==> src/rtl/uart_pkg.sv <==
// Shared UART definitions: receiver state encoding and bit-timing helper.
package uart_pkg;

    typedef enum logic [2:0] {
        IDLE,
        START,
        DATA,
        STOP,
        WAIT_HIGH
    } uart_state_t;

    function automatic int unsigned cycles_per_bit(input int unsigned clk_hz,
                                                   input int unsigned bit_rate);
        return clk_hz / bit_rate;
    endfunction

endpackage

==> src/rtl/uart_rx_sync_2ff.sv <==
// Two-flop synchronizer for a single asynchronous input, with a selectable reset value.
module sync_2ff #(
    parameter logic RESET_VAL = 1'b0
) (
    input  logic clk,
    input  logic resetn,
    input  logic d_i,
    output logic q_o
);

    logic meta_q;
    logic sync_q;

    always_ff @(posedge clk or negedge resetn) begin
        if (!resetn) begin
            meta_q <= RESET_VAL;
            sync_q <= RESET_VAL;
        end else begin
            meta_q <= d_i;
            sync_q <= meta_q;
        end
    end

    assign q_o = sync_q;

endmodule

==> src/rtl/uart_rx.sv <==
// 8N1 serial receiver: centre-samples RXD, assembles bytes LSB first and holds
// the last byte in a one-deep buffer with valid, overrun and framing-error flags.
module uart_rx
    import uart_pkg::*;
#(
    parameter int unsigned CLK_HZ   = 64_000_000,
    parameter int unsigned BIT_RATE = 4_000_000
) (
    input  logic       clk,
    input  logic       resetn,
    input  logic       uart_rxd,
    input  logic       uart_rx_read,
    output logic [7:0] uart_rx_data,
    output logic       uart_rx_valid,
    output logic       uart_rx_overrun,
    output logic       uart_rx_frame_err,
    output logic       uart_rx_busy
);

    localparam int unsigned CYCLES_PER_BIT = cycles_per_bit(CLK_HZ, BIT_RATE);
    localparam int unsigned HALF_BIT       = CYCLES_PER_BIT / 2;
    localparam int unsigned CNT_W          = $clog2(CYCLES_PER_BIT);

    localparam logic [CNT_W-1:0] FULL_LOAD = CNT_W'(CYCLES_PER_BIT - 1);
    localparam logic [CNT_W-1:0] HALF_LOAD = CNT_W'(HALF_BIT - 1);

    generate
        if (CYCLES_PER_BIT < 4) begin : g_rate_check
            $error("uart_rx: CLK_HZ/BIT_RATE must be at least 4");
        end
    endgenerate

    logic             rxs;
    logic             tick;
    uart_state_t      state_q;
    logic [CNT_W-1:0] cnt_q;
    logic [2:0]       bit_idx_q;
    logic [7:0]       shift_q;
    logic [7:0]       data_q;
    logic             valid_q;
    logic             overrun_q;
    logic             frame_err_q;

    // Preset high so a line held low across reset release is not taken as a start bit.
    sync_2ff #(
        .RESET_VAL(1'b1)
    ) u_sync (
        .clk   (clk),
        .resetn(resetn),
        .d_i   (uart_rxd),
        .q_o   (rxs)
    );

    assign tick = (cnt_q == '0);

    always_ff @(posedge clk or negedge resetn) begin
        if (!resetn) begin
            state_q     <= IDLE;
            cnt_q       <= '0;
            bit_idx_q   <= '0;
            shift_q     <= '0;
            data_q      <= '0;
            valid_q     <= 1'b0;
            overrun_q   <= 1'b0;
            frame_err_q <= 1'b0;
        end else begin
            // Read clears first; a commit or framing error later in this block takes precedence.
            if (uart_rx_read) begin
                valid_q     <= 1'b0;
                overrun_q   <= 1'b0;
                frame_err_q <= 1'b0;
            end

            if (!tick) begin
                cnt_q <= cnt_q - CNT_W'(1);
            end

            case (state_q)
                IDLE: begin
                    if (!rxs) begin
                        state_q <= START;
                        cnt_q   <= HALF_LOAD;
                    end
                end
                START: begin
                    if (tick) begin
                        if (!rxs) begin
                            state_q   <= DATA;
                            cnt_q     <= FULL_LOAD;
                            bit_idx_q <= '0;
                        end else begin
                            state_q <= IDLE;
                        end
                    end
                end
                DATA: begin
                    if (tick) begin
                        shift_q <= {rxs, shift_q[7:1]};
                        cnt_q   <= FULL_LOAD;
                        if (bit_idx_q == 3'd7) begin
                            state_q <= STOP;
                        end else begin
                            bit_idx_q <= bit_idx_q + 3'd1;
                        end
                    end
                end
                STOP: begin
                    if (tick) begin
                        if (rxs) begin
                            data_q  <= shift_q;
                            valid_q <= 1'b1;
                            if (valid_q && !uart_rx_read) begin
                                overrun_q <= 1'b1;
                            end
                            state_q <= IDLE;
                        end else begin
                            frame_err_q <= 1'b1;
                            state_q     <= WAIT_HIGH;
                        end
                    end
                end
                WAIT_HIGH: begin
                    if (rxs) begin
                        state_q <= IDLE;
                    end
                end
                default: begin
                    state_q <= IDLE;
                end
            endcase
        end
    end

    assign uart_rx_data      = data_q;
    assign uart_rx_valid     = valid_q;
    assign uart_rx_overrun   = overrun_q;
    assign uart_rx_frame_err = frame_err_q;
    assign uart_rx_busy      = (state_q != IDLE);

endmodule

==> config.mk <==
export PLATFORM = sky130hd
export DESIGN_NAME = uart_rx
export DESIGN_NICKNAME = d
export VERILOG_FILES = /design/src/rtl/uart_pkg.sv /design/src/rtl/uart_rx_sync_2ff.sv /design/src/rtl/uart_rx.sv
export SDC_FILE = /design/constraint.sdc
export NUM_CORES = 1
export LEC_CHECK = 0
export ABC_AREA = 1
export CAP_MARGIN = 10
export CORE_ASPECT_RATIO = 0.8
export CORE_MARGIN = 3
export CORE_UTILIZATION = 59
export CTS_CLUSTER_DIAMETER = 50
export DETAILED_ROUTE_END_ITERATION = 16
export PLACE_DENSITY = 0.83
export SLEW_MARGIN = 10
export SYNTH_ARGS = -nofsm -noshare
export SYNTH_HDL_FRONTEND = slang
export SYNTH_SLANG_ARGS = --single-unit
==> constraint.sdc <==
create_clock -name clk -period 4.2 [get_ports clk]
set_input_delay 0.42 -clock clk [delete_from_list [all_inputs] [get_ports clk]]
set_output_delay 0.42 -clock clk [all_outputs]
set_load 0.03 [all_outputs]
==> metrics.txt <==
# TYPE chip_impl_metric gauge
chip_impl_metric{name="yosys.area_share.simple",unit=""} 0.267
chip_impl_metric{name="drive_above_1_share",unit=""} 0.199
chip_impl_metric{name="setup_viol_count_final",unit=""} 0
chip_impl_metric{name="route.met3.wl",unit="µm"} 146
chip_impl_metric{name="wirelength_met1",unit="µm"} 1330
chip_impl_metric{name="max_freq",unit="GHz"} 0.457
chip_impl_info{name="top_layer",value="met4"} 1
chip_impl_metric{name="period_minus_slack",unit="ps"} 2190
chip_impl_metric{name="cp.buffers_inverters",unit=""} 1
chip_impl_metric{name="setup_tns_after_final_layout",unit="ps"} 0
chip_impl_metric{name="worst_setup_hold_path_clk_slew",unit="ps"} 90
chip_impl_metric{name="switching_share",unit=""} 0.410
chip_impl_metric{name="final_cells",unit=""} 220
chip_impl_metric{name="detail_route.drc_violations",unit=""} 0
chip_impl_metric{name="seq_area_frac_synth",unit=""} 0.509
chip_impl_metric{name="core.rowCount",unit=""} 15
chip_impl_metric{name="routabilityCongestion",unit=""} 0.826
chip_impl_metric{name="place.detailed.hpwl",unit="µm"} 2070
chip_impl_metric{name="slew_viol_final",unit=""} 0
chip_impl_metric{name="placed_cells",unit=""} 212
chip_impl_metric{name="power_frac_clock",unit=""} 0.188
chip_impl_info{name="critPathSlowestCell",value="sky130_fd_sc_hd__clkdlybuf4s50_1"} 1
chip_impl_metric{name="firstDrtPassIters",unit=""} 4
chip_impl_metric{name="area_delta_synth_final",unit="%"} 14.9
chip_impl_metric{name="post-route-period-util",unit=""} 0.521
chip_impl_metric{name="power.density_cell_area",unit="nW/µm²"} 506
chip_impl_info{name="cp_cell_sequence",value="nor2_2 -> nand2_1 -> clkdlybuf4s50_1"} 1
chip_impl_metric{name="numClockSinks",unit=""} 31
chip_impl_metric{name="initial_utilization",unit=""} 0.662
chip_impl_metric{name="detail_route.wirelength",unit="µm"} 2880
chip_impl_metric{name="drt_iter0_markers",unit=""} 119
chip_impl_metric{name="synth_area_in_xor_xnor",unit=""} 0.0115
chip_impl_metric{name="ctsResizeCount",unit=""} 0
chip_impl_metric{name="buffer_ports.inserted",unit=""} 15
chip_impl_metric{name="antenna_left",unit=""} 0
chip_impl_metric{name="floorplan.core_area",unit="µm²"} 2310
chip_impl_metric{name="die_h",unit="µm"} 51.5
chip_impl_metric{name="cells_after_synthesis",unit=""} 164
chip_impl_info{name="synth_largest_area_cell",value="sky130_fd_sc_hd__dfrtp_1"} 1
chip_impl_info{name="post_synth_main_area_contributors",value="sky130_fd_sc_hd__dfrtp_1 48%, sky130_fd_sc_hd__nand2_1 10%, sky130_fd_sc_hd__o21ai_2 9.2%"} 1
chip_impl_info{name="criticalPathCategory",value="flop to output pin"} 1
chip_impl_metric{name="worst_path_largest_cell_delay",unit="ps"} 610
chip_impl_metric{name="post_synthesis_adder_cell_area_fraction",unit=""} 0.0328
chip_impl_metric{name="synth_largest_type_area_fraction",unit=""} 0.475
chip_impl_metric{name="vias",unit=""} 1161
chip_impl_metric{name="timing.max_cap.violations",unit=""} 0
chip_impl_metric{name="die_w",unit="µm"} 62.9
chip_impl_metric{name="fin_skew",unit="ps"} 4.90
chip_impl_metric{name="clock_tree.buffer_depth",unit=""} 2
chip_impl_info{name="layout.cells.most_common",value="sky130_fd_sc_hd__nand2_1"} 1
chip_impl_metric{name="timing_hold_violations_final",unit=""} 0
chip_impl_metric{name="synth_mux_area_frac",unit=""} 0
chip_impl_metric{name="ys_seq_elements",unit=""} 31
chip_impl_metric{name="fp.dieArea",unit="µm²"} 3240
chip_impl_metric{name="finish.utilization",unit=""} 0.760
chip_impl_info{name="synth_top_family_by_area",value="simple AND/OR/NAND/NOR gates"} 1
chip_impl_metric{name="numCtsBuffers",unit=""} 5
chip_impl_metric{name="syn_avg_cell_area",unit="µm²"} 9.32
chip_impl_metric{name="setup_ws",unit="ps"} 2010
chip_impl_metric{name="global_route_wire_length_before_repair",unit="µm"} 5310
chip_impl_info{name="holdCritPathClass",value="flop to flop"} 1
chip_impl_metric{name="area.sequential",unit="µm²"} 778
chip_impl_metric{name="worst-endpoint-arrival",unit="ps"} 1770
chip_impl_metric{name="p_comb_frac",unit=""} 0.369
chip_impl_metric{name="static_power_due_to_leakage",unit="nW"} 0.848
chip_impl_info{name="worstSetupEndpointType",value="output pin"} 1
chip_impl_info{name="tritoncts",value="yes"} 1
chip_impl_metric{name="cts_hold_repair.buffers",unit=""} 0
chip_impl_metric{name="syn-num-nets",unit=""} 172
chip_impl_metric{name="power_report.internal_total",unit="mW"} 0.525
chip_impl_info{name="worst_path_top_cell_family_by_delay",value="buffers and inverters"} 1
chip_impl_metric{name="grt_usage",unit=""} 0.219
chip_impl_metric{name="floorplan.io_pins",unit=""} 16
chip_impl_metric{name="antenna_found_initial",unit=""} 0
chip_impl_metric{name="synth.cell_area",unit="µm²"} 1530
chip_impl_metric{name="fillerInstances",unit=""} 189
chip_impl_metric{name="max_slew.worst_pin.slew",unit="ps"} 390
chip_impl_info{name="clk_root_buffer_cell",value="sky130_fd_sc_hd__clkbuf_4"} 1
chip_impl_info{name="outcome",value="complete, no violations"} 1
chip_impl_metric{name="diodes",unit=""} 0
chip_impl_metric{name="grt_max_degree",unit=""} 32
chip_impl_metric{name="required",unit="ps"} 3780
chip_impl_info{name="grt_setup_unrepaired",value="false"} 1
chip_impl_info{name="final_cell_mix",value="42 x sky130_fd_sc_hd__nand2_1, 29 x sky130_fd_sc_hd__dfrtp_1, 19 x sky130_fd_sc_hd__inv_1, 17 x sky130_fd_sc_hd__nand3_1, 16 x sky130_fd_sc_hd__o21ai_2"} 1
chip_impl_metric{name="cp_max_fanout",unit=""} 6
chip_impl_metric{name="seq_power_share",unit=""} 0.444
chip_impl_metric{name="preCtsSetupSlack",unit="ps"} 2380
chip_impl_metric{name="max-vdd-ir-drop",unit="V"} 0.000340
chip_impl_metric{name="synth_warnings",unit=""} 0
chip_impl_metric{name="clock_tree.htree_level_count",unit=""} 2
chip_impl_metric{name="synth.distinct_cells",unit=""} 22
chip_impl_metric{name="average_vias_per_placed_instance",unit=""} 5.28
chip_impl_metric{name="synth_compound_area_frac",unit=""} 0.108
chip_impl_metric{name="relative_slew_slack",unit=""} 0.740
chip_impl_metric{name="worstSkewPairLatency",unit="ps"} 340
chip_impl_metric{name="met2_wirelength",unit="µm"} 1350
chip_impl_metric{name="area_occupied_by_multi_input_gates",unit="µm²"} 641
chip_impl_metric{name="overflow",unit=""} 0
chip_impl_metric{name="final_nets",unit=""} 193
chip_impl_metric{name="post_cts.repair.setup_buffers",unit=""} 0
chip_impl_metric{name="number_of_global_route_vias_before_repair",unit=""} 1149
chip_impl_metric{name="detail_route.wl_per_cell",unit="µm"} 13.1
chip_impl_info{name="startpoint_type",value="flop"} 1
chip_impl_metric{name="p_switching",unit="mW"} 0.364
## per-stage QoR
stage | area [µm²] | total power [mW] | hold slack (ps)
2_1_floorplan | 1530 | 0.642 | 124
3_3_place_gp | 1710 | 0.701 | 347
3_5_place_dp | 1710 | 0.725 | 356
4_1_cts | 1760 | 0.893 | 369
5_1_grt | 1760 | 0.966 | 373
6_report | 1760 | 0.889 | 371
## layout make-up
type / instances / share of cell area
multi-input cells: 110 / 0.365
flip-flops and latches: 31 / 0.443
inverters: 21 / 0.0492
repair buffers: 16 / 0.0898
clock inverters: 1 / 0.00285
clock buffers: 7 / 0.0257
well taps: 34 / 0.0242
## synth_stat cells
cell	n
sky130_fd_sc_hd__nor2_2	2
sky130_fd_sc_hd__xnor2_1	1
sky130_fd_sc_hd__o21ai_0	1
sky130_fd_sc_hd__nor2_4	1
sky130_fd_sc_hd__ha_1	4
sky130_fd_sc_hd__dfrtp_1	29
sky130_fd_sc_hd__inv_1	19
sky130_fd_sc_hd__a21oi_1	1
sky130_fd_sc_hd__dfstp_2	2
sky130_fd_sc_hd__inv_6	1
sky130_fd_sc_hd__nand3_4	1
sky130_fd_sc_hd__inv_4	1
sky130_fd_sc_hd__nand2_4	3
sky130_fd_sc_hd__o21ai_2	16
sky130_fd_sc_hd__o211ai_1	2
sky130_fd_sc_hd__nand2_2	3
sky130_fd_sc_hd__nand2_1	42
sky130_fd_sc_hd__buf_6	2
sky130_fd_sc_hd__nor2_1	9
sky130_fd_sc_hd__xor2_1	1
sky130_fd_sc_hd__nand3_1	17
sky130_fd_sc_hd__nand4_1	6
## layer usage
layer | track usage | vias up
li1 | - | 574
met1 | 0.287 | 550
met2 | 0.333 | 30
met3 | 0.0648 | 7
met4 | 0.114 | 0
met5 | 0 | -
## power by group through the flow
stage                     logic [mW]  registers (mW)  clock network [mW]
after detailed placement       0.326           0.399                   0
final                          0.328           0.394               0.167
after floorplan                0.248           0.394                   0
after global placement         0.307           0.394                   0
after global routing           0.378           0.402               0.186
after CTS                      0.328           0.393               0.171
## cell families after synthesis
kind of cell / Yosys count
compound gates: 20
simple gates: 84
buf+inv: 23
xor+xnor: 2
fa+ha+maj: 4
flops: 31
## registers in the layout, summed over array words and instances (netlist names), 3 cells and up
register,flops
bit_idx_q,3
state_q,3
cnt_q,4
shift_q,8
uart_rx_data,8
## final timing paths
path / from / endpoint / slack [ps] / depth (start not counted)
max in group asynchronous: resetn / u_sync.q_o$_DFF_PN1_ / 3410 / 2
hold / removal: u_sync.meta_q$_DFF_PN1_ / u_sync.q_o$_DFF_PN1_ / 370 / 0
hold reg to reg: u_sync.meta_q$_DFF_PN1_ / u_sync.q_o$_DFF_PN1_ / 370 / 0
setup / recovery: state_q[2]$_DFFE_PN0P_ / uart_rx_busy / 2010 / 3
setup reg to reg: cnt_q[0]$_DFF_PN0_ / bit_idx_q[1]$_DFFE_PN0P_ / 2700 / 6
min in group asynchronous: resetn / cnt_q[3]$_DFF_PN0_ / 460 / 2
## worst reg2reg max path, cell delays in order (launching register included)
cell and delay (ps):
sky130_fd_sc_hd__dfrtp_1 410, sky130_fd_sc_hd__inv_1 80, sky130_fd_sc_hd__ha_1 240, sky130_fd_sc_hd__nand2_4 130, sky130_fd_sc_hd__o21ai_0 330, sky130_fd_sc_hd__nand4_1 150, sky130_fd_sc_hd__nand2_1 110
(Power assumes the default switching activity.)
